**config.mk**
```make
export PLATFORM = sky130hd
export DESIGN_NAME = vga_mem_arbiter
export DESIGN_NICKNAME = d
export VERILOG_FILES = /design/src/rtl/vga_mem_arbiter.sv
export SDC_FILE = /design/constraint.sdc
export NUM_CORES = 1
export LEC_CHECK = 0
export BUFFER_PORTS_ARGS = -buffer_cell sky130_fd_sc_hd__buf_2
export CORE_MARGIN = 2
export CORE_UTILIZATION = 40
export CTS_CLUSTER_DIAMETER = 200
export CTS_CLUSTER_SIZE = 25
export DETAILED_ROUTE_END_ITERATION = 8
export GPL_ROUTABILITY_DRIVEN = 0
export HOLD_SLACK_MARGIN = 0.06
export PLACE_DENSITY = 0.7
export SYNTH_ARGS = -nofsm -noshare
export SYNTH_HDL_FRONTEND = slang
export SYNTH_SLANG_ARGS = --single-unit
```
**constraint.sdc**
```tcl
create_clock -name clk -period 4.4 [get_ports clk]
set_input_delay 0.44 -clock clk [delete_from_list [all_inputs] [get_ports clk]]
set_output_delay 0.44 -clock clk [all_outputs]
set_load 0.1 [all_outputs]
```
**src/rtl/vga_mem_arbiter.sv**
```systemverilog
// vga_mem_arbiter: shares one synchronous single-port video memory between
// the hex display read path (absolute priority) and a CPU req/ack requester.
// Ports:
//   clk, reset          clock, synchronous active-high reset
//   disp_valid/addr     display read request (never stalled)
//   disp_data           display read data, MEM_DELAY cycles after disp_valid
//   cpu_req/we/addr/    CPU request, held until cpu_ack
//   cpu_wdata
//   cpu_ack, cpu_rdata  one-cycle completion pulse and held read data
//   mem_addr/we/wdata   memory command (combinational mux)
//   mem_rdata           memory read data, MEM_DELAY cycles after address
//   stall_cnt, stat_clr saturating CPU wait counter and its clear
module vga_mem_arbiter #(
    parameter int ADDR_WIDTH  = 16,
    parameter int DATA_WIDTH  = 16,
    parameter int MEM_DELAY   = 1,
    parameter int STALL_WIDTH = 16
) (
    input  logic                   clk,
    input  logic                   reset,
    input  logic                   disp_valid,
    input  logic [ADDR_WIDTH-1:0]  disp_addr,
    output logic [DATA_WIDTH-1:0]  disp_data,
    input  logic                   cpu_req,
    input  logic                   cpu_we,
    input  logic [ADDR_WIDTH-1:0]  cpu_addr,
    input  logic [DATA_WIDTH-1:0]  cpu_wdata,
    output logic                   cpu_ack,
    output logic [DATA_WIDTH-1:0]  cpu_rdata,
    output logic [ADDR_WIDTH-1:0]  mem_addr,
    output logic                   mem_we,
    output logic [DATA_WIDTH-1:0]  mem_wdata,
    input  logic [DATA_WIDTH-1:0]  mem_rdata,
    output logic [STALL_WIDTH-1:0] stall_cnt,
    input  logic                   stat_clr
);

    typedef enum logic [2:0] {
        IDLE,
        WAIT,
        ISSUE,
        RDWAIT,
        ACK
    } state_t;

    state_t state, state_nxt;

    logic                  req_we;
    logic [ADDR_WIDTH-1:0] req_addr;
    logic [DATA_WIDTH-1:0] req_wdata;

    // One bit per in-flight read slot; set when the slot belongs to the CPU.
    // The MSB marks the cycle in which the CPU's read data is on mem_rdata.
    logic [MEM_DELAY-1:0]  cpu_slot;

    logic latch;
    logic stall;
    logic issue_rd;
    logic capture;

    // Display wins every cycle it is valid; the CPU only drives the
    // memory from ISSUE in a cycle the display leaves free.
    always_comb begin
        mem_addr  = '0;
        mem_we    = 1'b0;
        mem_wdata = '0;
        if (disp_valid) begin
            mem_addr = disp_addr;
        end else if (state == ISSUE) begin
            mem_addr  = req_addr;
            mem_we    = req_we & ~reset;
            mem_wdata = req_wdata;
        end
    end

    assign disp_data = mem_rdata;

    always_comb begin
        state_nxt = state;
        latch     = 1'b0;
        stall     = 1'b0;
        issue_rd  = 1'b0;
        capture   = 1'b0;
        unique case (state)
            IDLE: begin
                if (cpu_req) begin
                    latch     = 1'b1;
                    stall     = disp_valid;
                    state_nxt = disp_valid ? WAIT : ISSUE;
                end
            end
            WAIT: begin
                if (disp_valid) stall = 1'b1;
                else            state_nxt = ISSUE;
            end
            ISSUE: begin
                if (disp_valid) begin
                    stall     = 1'b1;
                    state_nxt = WAIT;
                end else if (req_we) begin
                    state_nxt = ACK;
                end else begin
                    issue_rd  = 1'b1;
                    state_nxt = RDWAIT;
                end
            end
            RDWAIT: begin
                if (cpu_slot[MEM_DELAY-1]) begin
                    capture   = 1'b1;
                    state_nxt = ACK;
                end
            end
            ACK: begin
                state_nxt = IDLE;
            end
            default: begin
                state_nxt = IDLE;
            end
        endcase
    end

    always_ff @(posedge clk) begin
        if (reset) begin
            state     <= IDLE;
            req_we    <= 1'b0;
            req_addr  <= '0;
            req_wdata <= '0;
            cpu_slot  <= '0;
            cpu_ack   <= 1'b0;
            cpu_rdata <= '0;
        end else begin
            state       <= state_nxt;
            cpu_ack     <= (state_nxt == ACK);
            cpu_slot[0] <= issue_rd;
            for (int i = 1; i < MEM_DELAY; i++) begin
                cpu_slot[i] <= cpu_slot[i-1];
            end
            if (latch) begin
                req_we    <= cpu_we;
                req_addr  <= cpu_addr;
                req_wdata <= cpu_wdata;
            end
            if (capture) begin
                cpu_rdata <= mem_rdata;
            end
        end
    end

    // Clear beats increment; the count sticks at all-ones.
    always_ff @(posedge clk) begin
        if (reset || stat_clr) begin
            stall_cnt <= '0;
        end else if (stall && stall_cnt != '1) begin
            stall_cnt <= stall_cnt + STALL_WIDTH'(1);
        end
    end

endmodule

```
Yosys cells after proc, flatten, opt, wreduce, memory -nomap -nowiden
Cells that the tools add are included. Widths: inputs -> output; s select.

Bitwise logic cells: 3. Muxes and demuxes: 21. Equality and inequality tests: 5. Reduce and logical (&&, ||, !) cells: 5. Add/sub/neg operators: 1.

Operator list (count): $mux 16 (4); $add 16x1->16 const B (1); $ne 16x16->1 const B (1); $mux 3 (5); $pmux 3 s4 (1); $mux 1 (9); $eq 3x2->1 const B (2); $eq 3x1->1 const B (1); $eq 3x3->1 const B (1); $logic_not 3->1 (1); $reduce_or 3->1 (1); $mux 2 (1); $not 1->1 (2); $pmux 1 s2 (1); $reduce_or 2->1 (1); $and 1x1->1 (1); $logic_and 1x1->1 (1); $logic_or 1x1->1 (1).

Register bits after elaboration: 70.

Longest topological paths before layout
Depth after elaboration: 4. Gate-level depth with buffers: 7. Mapped depth without buffers: 5.

Worst setup path after synthesis
No wires, ideal clock.

Kind: input to output. From: input port disp_valid. To: output port mem_we. Stages on the path: 3. Arrival time: 3.192 ns. Buffers on the path: 1. Slack: 0.768 ns. Data required time: 3.960 ns. Path through: buf_4 nor3_2 nor3b_1.

Cells in the longest elaborated chain, start to end: 1.

RTL lines: start: declaration (RTL line 21) `input logic disp_valid,`; $mux 1 (RTL line 67) `if (disp_valid) begin`; end: declaration (RTL line 31) `output logic mem_we,`.

Every way passes these cells.

Worst setup path after layout
From: register state[2]. To: output port mem_we.

Cells in the longest elaborated chain, start to end: 3.

RTL lines: start: declaration (RTL line 46) `state_t state, state_nxt;`; start signal: assignment (RTL line 132) `state <= state_nxt;`; $eq 3x2->1 (RTL line 69) `end else if (state == ISSUE) begin`; $mux 1 (RTL line 69); $mux 1 (RTL line 67).

Every way passes these cells.

==> results by stage <==
Yosys:
- The cell area after technology mapping is 0.003248 sq mm.
- The sequential element share of the synthesized area is 43.14%.
- Ranked by total cell area, the synthesized netlist is headed by sky130_fd_sc_hd__dfxtp_1, sky130_fd_sc_hd__nand2_1, sky130_fd_sc_hd__a21oi_1, sky130_fd_sc_hd__a22o_1, sky130_fd_sc_hd__buf_4.
- In this run the mean area of a mapped cell was 8.182 sq um.
- The synthesized design devotes to its leading area cell type 43.14% of total area.
- During synthesis, Yosys emitted a total of 0 warnings.
- In this run, synthesis produced a sequential element count of 70.
- Counting every net in the synthesized netlist gives 468.
- After synthesis, the netlist uses 46 different library cells.
- Yosys mapped a number of flops with a built-in enable equal to 0.
- After technology mapping, the gate count stands at 397.
- The share of flip-flops with an asynchronous set or reset is 0%.
- The most used flip-flop cell after synthesis is sky130_fd_sc_hd__dfxtp_1.
- The leading area contributor after synthesis is sky130_fd_sc_hd__dfxtp_1.

Setup path:
- The critical path goes through nand2b_1 -> nor3_4 -> buf_4 -> nor3b_1 -> buf_2.
- The critical path is of the flip-flop to primary output type.
- At the worst endpoint, the required time is 3.96 ns.
- The critical path buffer and inverter count is 2.
- The cell family contributing the most delay on the critical path is simple AND/OR/NAND/NOR gates.
- The launching element type of the critical path is a flip-flop.
- The worst endpoint data arrival time is 2.37 ns.
- The largest fanout on the critical path is 29.
- In this design, the stage delay of the slowest critical-path cell is 0.46 ns.
- The type of element capturing the critical path is a primary output.
- The critical path's slowest cell is sky130_fd_sc_hd__buf_2.

Pwr:
- The analysis attributes to cell leakage a power of 1.872 nW.
- IR analysis of the VDD net gives a maximum drop of 0.0002362 V.
- The total power of the final layout is 0.001588 W.
- Power spread over the standard cell area amounts to 381.5 mW/mm^2.

Layout:
- The count of antenna diodes in the layout is 0.
- The area growth from synthesis to layout is 28.20%.
- The post-route standard cell area excluding fillers is 0.004164 sq mm.
- In the final design database the tool counted 592 nets.
- The ratio of cells with drive above 1 in the final layout is 34.67%.
- The post-route core utilization is 53.33%.
- After filler insertion, the fill cell instance count of the layout stands at 786.

STA:
- The time the final worst path needs with I/O delays and setup is 2.813 ns.
- Of the available clock period, the critical path in the final layout requires 63.93%.
- Setup repair after global routing left no endpoint under its margin.
- After layout, the worst setup slack is 1.587 ns.
- The post-route setup TNS is 0 ns.
- For the pin with the worst max-slew slack, the measured transition is 1.094 ns.
- The setup skew after layout is 0.009665 ns.
- For this run, the top clock speed supported by timing is 355.5 MHz.
- The number of pins exceeding their max-slew limit in the final report is 0.
- The relative slew slack is 27.06%.
- Setup violations remaining at the end of the flow were counted as 0.
- The number of failing hold endpoints at the final stage is 0.

Global route:
- The number of global-route vias before repair came to 2987.
- Entering global routing, the biggest net connects 44 pins.
- The initial antenna violation count is 0.
- The wire length of the first global-routing pass is 13920 um.
- Global routing used 19.67% of the available tracks.
- For this run the aggregate overflow at the end of global routing stands at 0.

Clock network:
- The tree is rooted in a sky130_fd_sc_hd__clkbuf_8.
- Buffers inserted during clock tree synthesis total 9.
- The worst-case clock buffer depth is 2.
- The number of buffers added for setup after CTS is 0.
- The clock tree from TritonCTS is built.
- The total clock sinks is 70.
- The H-tree generated during clock tree synthesis spans 3 levels.
- The total of cells resized after clock tree synthesis is 0.
- The clock latency on the worst-skew pair is 0.34 ns.
- After clock tree synthesis, the clock-pin slew on the worst setup and hold paths is 0.08 ns.
- Buffers inserted to repair hold after CTS numbered 0.

Die:
- The die span in y is 94.11 um.
- The number of top-level pins is 152.
- In this run the core area contains 32 standard-cell rows.
- The die covers 0.008857 sq mm.
- The initial core utilization is 41.60%.
- The core region is 0.007807 sq mm.
- The die width is 94.11 um.

Route:
- The overall via count from detail_route is 3211.
- The detail route stage leaves a number of antenna-violating nets equal to 0.
- The number of vias per cell is 5.121.
- The routed wirelength normalized by instance count is 13.71 um.
- The first detailed-routing pass ran for 4 iterations.
- The number of remaining DRC errors is 0.
- For this block, the initial DRC count from the detailed router was 76.
- The detailed-route wire length is 8594 um.

Run:
- The total of max-cap violations is 0.

Placement:
- The cell area after placement is 0.003928 sq mm.
- The pre-CTS setup slack is 1.885 ns.
- The number of buffers added on ports is 151.
- Detailed placement finished with a half-perimeter wire length of 6040 um.

Hold path:
- The path class of the tightest hold or removal check is primary input to flip-flop.

Run status:
- The flow ran to the end, and the final reports show no timing, DRC or antenna violations.
## tightest hold or removal path, cell delays in order
cell and delay [ns]:
sky130_fd_sc_hd__buf_2 0.09, sky130_fd_sc_hd__nand2_1 0.04, sky130_fd_sc_hd__a21oi_1 0.05
## cells in the mapped netlist, types with 2 or more instances
cell                       instances
sky130_fd_sc_hd__and4_1            3
sky130_fd_sc_hd__buf_4            17
sky130_fd_sc_hd__and3_1            3
sky130_fd_sc_hd__and2_1           18
sky130_fd_sc_hd__mux2i_1           5
sky130_fd_sc_hd__or2_2             2
sky130_fd_sc_hd__or4_1             5
sky130_fd_sc_hd__nand4_1           5
sky130_fd_sc_hd__nor2_1            2
sky130_fd_sc_hd__inv_1             3
sky130_fd_sc_hd__or3_1             5
sky130_fd_sc_hd__dfxtp_1          70
sky130_fd_sc_hd__a22o_1           16
sky130_fd_sc_hd__nor3b_1           2
sky130_fd_sc_hd__nand2_1         110
sky130_fd_sc_hd__nand3_1           3
sky130_fd_sc_hd__nor4_1            5
sky130_fd_sc_hd__o21ai_0           3
sky130_fd_sc_hd__nor3_1            8
sky130_fd_sc_hd__o31ai_1           5
sky130_fd_sc_hd__clkbuf_1          9
sky130_fd_sc_hd__a21oi_1          61
sky130_fd_sc_hd__nor3_2            2
sky130_fd_sc_hd__buf_2            13
## logic make-up after synthesis
logic type	synth area share [%]
simple gates	30.47
compound gates	16.68
flops	43.14
buf+inv	7.781
mux	1.541
fa+ha+maj	0.3851
## metal layers
metal | track usage, % | up-vias | part of all wire (%) | routed length, um
met5 | 0 | - | 0 | 0
met4 | 8.092 | 0 | 1.3 | 111
met3 | 4.575 | 10 | 5.9 | 510
met2 | 32.68 | 88 | 50 | 4257
met1 | 24.44 | 1501 | 43 | 3715
li1 | - | 1612 | - | -
## per-stage QoR
stage	hold WS [ns]	cells
3_5_place_dp	0.4448	612
3_3_place_gp	0.4374	612
5_1_grt	0.3285	627
2_1_floorplan	0.4317	397
6_report	0.3279	627
4_1_cts	0.3132	627
## sequential cells by signal, indices dropped and copies added (netlist names)
register,flops
cpu_rdata,16
cpu_ack,1
req_we,1
req_wdata,16
req_addr,16
cpu_slot,1
stall_cnt,16
state,3
## cell type report
| cell class | count | area, sq um | area share, % |
|---|---|---|---|
| multi-input cells | 283 | 1609 | 38.64 |
| flip-flops and latches | 70 | 1401 | 33.65 |
| repair buffers | 154 | 778.2 | 18.69 |
| clock buffers | 11 | 141.4 | 3.395 |
| well taps | 102 | 127.6 | 3.065 |
| clock inverters | 4 | 95.09 | 2.284 |
| inverters | 3 | 11.26 | 0.2704 |
## worst paths after layout
| kind | from | endpoint | slack, ns | depth (start not counted) |
|---|---|---|---|---|
| max | state[2]$_SDFF_PP0_ | mem_we | 1.59 | 5 |
| min | cpu_wdata[11] | req_wdata[11]$_SDFFE_PP0P_ | 0.33 | 3 |
| max reg2reg | state[2]$_SDFF_PP0_ | req_addr[11]$_SDFFE_PP0P_ | 2.47 | 3 |
| min reg2reg | cpu_rdata[2]$_SDFFE_PP0P_ | cpu_rdata[2]$_SDFFE_PP0P_ | 0.45 | 2 |
## layout by cell type (no fill, tap or decap), types with 3 or more instances in the layout
master / n
sky130_fd_sc_hd__a21oi_1: 61
sky130_fd_sc_hd__or4_1: 5
sky130_fd_sc_hd__o31ai_1: 5
sky130_fd_sc_hd__o21ai_0: 3
sky130_fd_sc_hd__nand2_1: 110
sky130_fd_sc_hd__a22o_1: 16
sky130_fd_sc_hd__or3_1: 5
sky130_fd_sc_hd__nand3_1: 3
sky130_fd_sc_hd__and3_1: 3
sky130_fd_sc_hd__nand4_1: 5
sky130_fd_sc_hd__dfxtp_1: 70
sky130_fd_sc_hd__buf_2: 151
sky130_fd_sc_hd__clkbuf_8: 10
sky130_fd_sc_hd__buf_4: 3
sky130_fd_sc_hd__nor3_1: 8
sky130_fd_sc_hd__bufinv_16: 3
sky130_fd_sc_hd__inv_1: 3
sky130_fd_sc_hd__mux2i_1: 5
sky130_fd_sc_hd__and4_1: 3
sky130_fd_sc_hd__nor4_1: 5
sky130_fd_sc_hd__and2_1: 18
## power by group
group          switching [W]  internal, W  total (W)  leakage (nW)
clock               0.000237     0.000389   0.000626         0.119
sequential         0.0000166     0.000658   0.000674         0.569
combinational       0.000220    0.0000687   0.000288          1.18
total               0.000474      0.00111    0.00159          1.87
Note: power is estimated with default switching activity, not from simulation.
